<file path="config.mk">
export PLATFORM = sky130hd
export DESIGN_NAME = fifo_pop_ctrl
export DESIGN_NICKNAME = d
export VERILOG_FILES = /design/src/rtl/fifo_pop_ctrl.sv
export SDC_FILE = /design/constraint.sdc
export NUM_CORES = 1
export LEC_CHECK = 0
export CAP_MARGIN = 25
export CORE_UTILIZATION = 40
export CTS_BUF_LIST = sky130_fd_sc_hd__clkbuf_4
export DETAILED_ROUTE_END_ITERATION = 8
export PLACE_DENSITY = 0.62
export RECOVER_POWER = 100
export SLEW_MARGIN = 20
export SYNTH_ARGS = -nofsm -noshare
export SYNTH_HDL_FRONTEND = slang
export SYNTH_SLANG_ARGS = --single-unit
</file>
<file path="constraint.sdc">
create_clock -name clk -period 2.2 [get_ports clk]
set_input_delay 0.22 -clock clk [delete_from_list [all_inputs] [get_ports clk]]
set_output_delay 0.22 -clock clk [all_outputs]
set_load 0.01 [all_outputs]
</file>
<file path="src/rtl/fifo_pop_ctrl.sv">
// Read-side FIFO drain controller: credit-gated pops into a skid buffer, valid/ready egress.
// Optional burst mode (FIFO_POP_CTRL_WATERMARK_EN) arms only above the almost-empty watermark.
module fifo_pop_ctrl #(
  parameter int DATA_SIZE = 8,
  parameter int BUF_DEPTH = 4,
  parameter int COUNT_W   = 16
) (
  input  logic                 clk,
  input  logic                 reset,
  input  logic                 enable,
  input  logic                 fifo_empty,
  input  logic                 fifo_almost_empty,
  input  logic                 fifo_error,
  input  logic [DATA_SIZE-1:0] fifo_data,
  output logic                 fifo_read,
  output logic [DATA_SIZE-1:0] data_out,
  output logic                 valid_out,
  input  logic                 ready_in,
  output logic [COUNT_W-1:0]   pop_count,
  output logic                 err_flag,
  input  logic                 err_clear,
  output logic                 busy
);

  localparam int PTR_W = (BUF_DEPTH > 1) ? $clog2(BUF_DEPTH) : 1;
  localparam int OCC_W = $clog2(BUF_DEPTH + 1);

  typedef enum logic {IDLE, ACTIVE} state_t;

  state_t               state, state_nxt;
  logic                 inflight;
  logic [OCC_W-1:0]     occ;
  logic [PTR_W-1:0]     rd_ptr, wr_ptr;
  logic [DATA_SIZE-1:0] mem [BUF_DEPTH];
  logic [OCC_W:0]       used;
  logic                 push, pop, arm, disarm;

  function automatic logic [PTR_W-1:0] ptr_inc(input logic [PTR_W-1:0] p);
    return (p == PTR_W'(BUF_DEPTH - 1)) ? '0 : p + PTR_W'(1);
  endfunction

`ifdef FIFO_POP_CTRL_WATERMARK_EN
  assign arm    = enable && !fifo_empty && !fifo_almost_empty;
  assign disarm = !inflight && (!enable || fifo_empty);
`else
  logic unused_almost_empty;
  assign unused_almost_empty = fifo_almost_empty;
  assign arm    = enable;
  assign disarm = !inflight && !enable;
`endif

  // Credit counts the word already in flight so a push can never land on a full buffer.
  assign used      = {1'b0, occ} + {{OCC_W{1'b0}}, inflight};
  assign fifo_read = !reset && (state == ACTIVE) && enable && !fifo_empty &&
                     (used < (OCC_W+1)'(BUF_DEPTH));

  assign valid_out = (occ != '0);
  assign data_out  = mem[rd_ptr];
  assign pop       = valid_out && ready_in;
  assign push      = inflight;
  assign busy      = (state != IDLE) || inflight || valid_out;

  always_comb begin
    state_nxt = state;
    case (state)
      IDLE:    if (arm)    state_nxt = ACTIVE;
      ACTIVE:  if (disarm) state_nxt = IDLE;
      default: state_nxt = IDLE;
    endcase
  end

  always_ff @(posedge clk) begin
    if (reset) begin
      state     <= IDLE;
      inflight  <= 1'b0;
      occ       <= '0;
      rd_ptr    <= '0;
      wr_ptr    <= '0;
      pop_count <= '0;
      err_flag  <= 1'b0;
      for (int i = 0; i < BUF_DEPTH; i++) mem[i] <= '0;
    end else begin
      state    <= state_nxt;
      inflight <= fifo_read;
      if (push) begin
        mem[wr_ptr] <= fifo_data;
        wr_ptr      <= ptr_inc(wr_ptr);
      end
      if (pop) begin
        rd_ptr    <= ptr_inc(rd_ptr);
        pop_count <= pop_count + COUNT_W'(1);
      end
      case ({push, pop})
        2'b10:   occ <= occ + OCC_W'(1);
        2'b01:   occ <= occ - OCC_W'(1);
        default: occ <= occ;
      endcase
      if (fifo_error)     err_flag <= 1'b1;
      else if (err_clear) err_flag <= 1'b0;
    end
  end

endmodule

</file>
==> out/qor.yml <==
outcome: "complete, no violations"
drive_above_1_share_pct: 11.39
worstPathMaxFanout: 4
first_global_vias: 1798
syn_avg_cell_area_um2: 11.91
num_vias: 1794
synth_fp_nets: 241
wire_per_inst_um: 14.40
clock_skew_ns: 0.007587
vias_per_cell: 5.011
synth_edf_count: 32
end_kind: "primary output"
p_per_area_nw_per_um2: 618.1
regArea_um2: 1523
setup_viol: 0
core-area_um2: 6350
die_w_um: 82.95
yosys.cell_types.count: 36
grt_usage_pct: 16.48
timing.final.crit_share_pct: 96.08
diodes: 0
yosysTopAreaCell: "edfxtp_1"
drt_iter0_markers: 53
area_growth_pct: 25.25
dieArea_um2: 6881
drcViolationCount: 0
worstPathRequired_ns: 1.98
dp_hpwl_mm: 3.375
ios: 44
ant_nets: 0
grt_max_degree: 26
cts.clk_slew.worst_paths_ns: 0.09
fin_tns_setup_ns: 0
first_pass_iters: 4
cts_root_buffer: "clkbuf_4"
drv_slew: 0
worstSetupPathType: "in2out"
slew_headroom_pct: 53.70
finish.utilization_pct: 51.70
leakage_nw: 1.246
worstPathArrival_ns: 1.89
synthTopCellsByCount: "and2_1 (33), edfxtp_1 (32), dfxtp_1 (28), nor2_1 (19), a21oi_1 (14)"
io_buffers: 42
start_util_pct: 41.28
layout.nets: 297
insertion_delay_ns: 0.39
hold_buffers: 0
multiInputGateArea_um2: 1027
synthMostInstantiatedCell: "and2_1"
overflow: 0
hold_violations: 0
synthesis.area_um2: 2621
antenna_found_initial: 0
async_flop_share_pct: 0
die_h_um: 82.95
total_power_mw: 2.029
worst_pin_slew_ns: 0.6945
start_kind: "primary input"
ys_seq_area_share_pct: 58.04
cts_buffers: 9
irDropWorstVdd_uv: 324.7
cts.path.max_buffers: 2
fin_crit_ns: 2.114
synth_ff_type: "edfxtp_1"
ys_ff_latch: 60
synth.top_cell.area_share_pct: 36.66
wl_mm: 5.155
cts_tree: "yes"
yosys-top-cells-area: "edfxtp_1 (37%), dfxtp_1 (21%), and2_1 (7.9%)"
cts_htree_levels: 3
fill_cells: 567
hold_ws_ns: 0.4131
syn_inst: 220
row_count: 29
holdCritPathClass: "in2reg"
fmax_mhz: 473.1
yosys_warnings: 0
gp_routability_congestion: 0.7602
cts_sinks: 60
grt_first_pass_wirelength_mm: 8.631
cap_violations: 0
-- worst max-delay path, cell delays in order --
cell	delay, ns
dlygate4sd3_1	0.61
nor2_1	0.11
nand3_1	0.10
a311oi_1	0.26
clkdlybuf4s50_1	0.60
-- sequential cells by signal, indices dropped and copies added, names as in the netlist, named ones only --
register / flops
err_flag: 1
inflight: 1
rd_ptr: 2
state: 1
wr_ptr: 2
mem: 32
occ: 3
pop_count: 16
-- per-layer routing --
metal	vias to the layer above	global-route usage (%)	part of all wire (%)
met2	37	27.27	49
met5	-	0	0
met1	852	19.56	46
met4	0	6.583	0.60
li1	903	-	-
met3	2	5.865	3.8
-- final timing paths --
path	from	end	slack (ns)	depth (start not counted)
worst max register to register	occ[1]$_SDFFE_PP0P_	pop_count[14]$_SDFFE_PP0P_	0.22	6
worst min-delay path	fifo_empty	inflight$_SDFF_PP0_	0.41	2
worst max-delay path	reset	fifo_read	0.09	5
worst min register to register	err_flag$_SDFFE_PP0P_	err_flag$_SDFFE_PP0P_	0.49	2
-- placed cells by master (no fill, tap or decap), types with 3 or more instances in the layout --
cell             instances
xor2_1                   7
o21ai_0                  3
nor2_1                  19
inv_1                    7
o31ai_1                  5
mux4_2                   8
dlymetal6s2s_1           4
nand2_1                  8
clkbuf_1                 5
dfxtp_1                 27
nand4_1                  3
dlygate4sd3_1           18
or2_0                    4
buf_4                    4
ha_1                     4
a21oi_1                 14
nor3b_1                  3
and2_0                  13
clkbuf_4                11
and2_1                  20
nor3_1                   4
nand3_1                  6
or4_1                    4
xnor2_1                  3
clkdlybuf4s50_1         20
or3_1                    5
edfxtp_1                32
-- through the flow --
stage / std cells / area, µm² / worst slack [ns]
floorplan: 220 / 2621 / 0.2675
global placement: 340 / 3168 / 0.1179
detailed placement: 340 / 3168 / 0.05720
CTS: 356 / 3284 / 0.0005240
global route: 358 / 3283 / -0.001544
finish: 358 / 3283 / 0.08633
-- final cells by class --
cell class	instances	share of cell area, %
flip-flops and latches	60	46.38
multi-input cells	144	31.29
repair buffers	53	15.09
well taps	77	2.934
clock buffers	11	2.515
inverters	8	0.9146
clock inverters	5	0.8765
-- repair_timing --
item                       CTS  global route
gates resized for setup      2             4
buffers inserted             0             2
setup endpoints to repair    3             8
hold endpoints to repair     0             0
-- power by group --
group | internal [mW] | leakage [nW] | switching (mW)
clock network | 0.250 | 0.0603 | 0.395
logic | 0.0880 | 0.628 | 0.0760
registers | 1.21 | 0.557 | 0.0144
-- kinds of logic (layout without fill, tap and decap cells) --
group	after synthesis	count (layout)	share of synthesized area, %
muxes	10	10	7.685
and+or+nand+nor	94	94	19.81
adders and majority gates	5	5	2.673
buffers and inverters	16	77	2.578
DFF	60	60	58.04
xor gates and xnor gates	10	10	3.342
AOI/OAI and AO/OA	25	25	5.871
(Power assumes the default switching activity.)
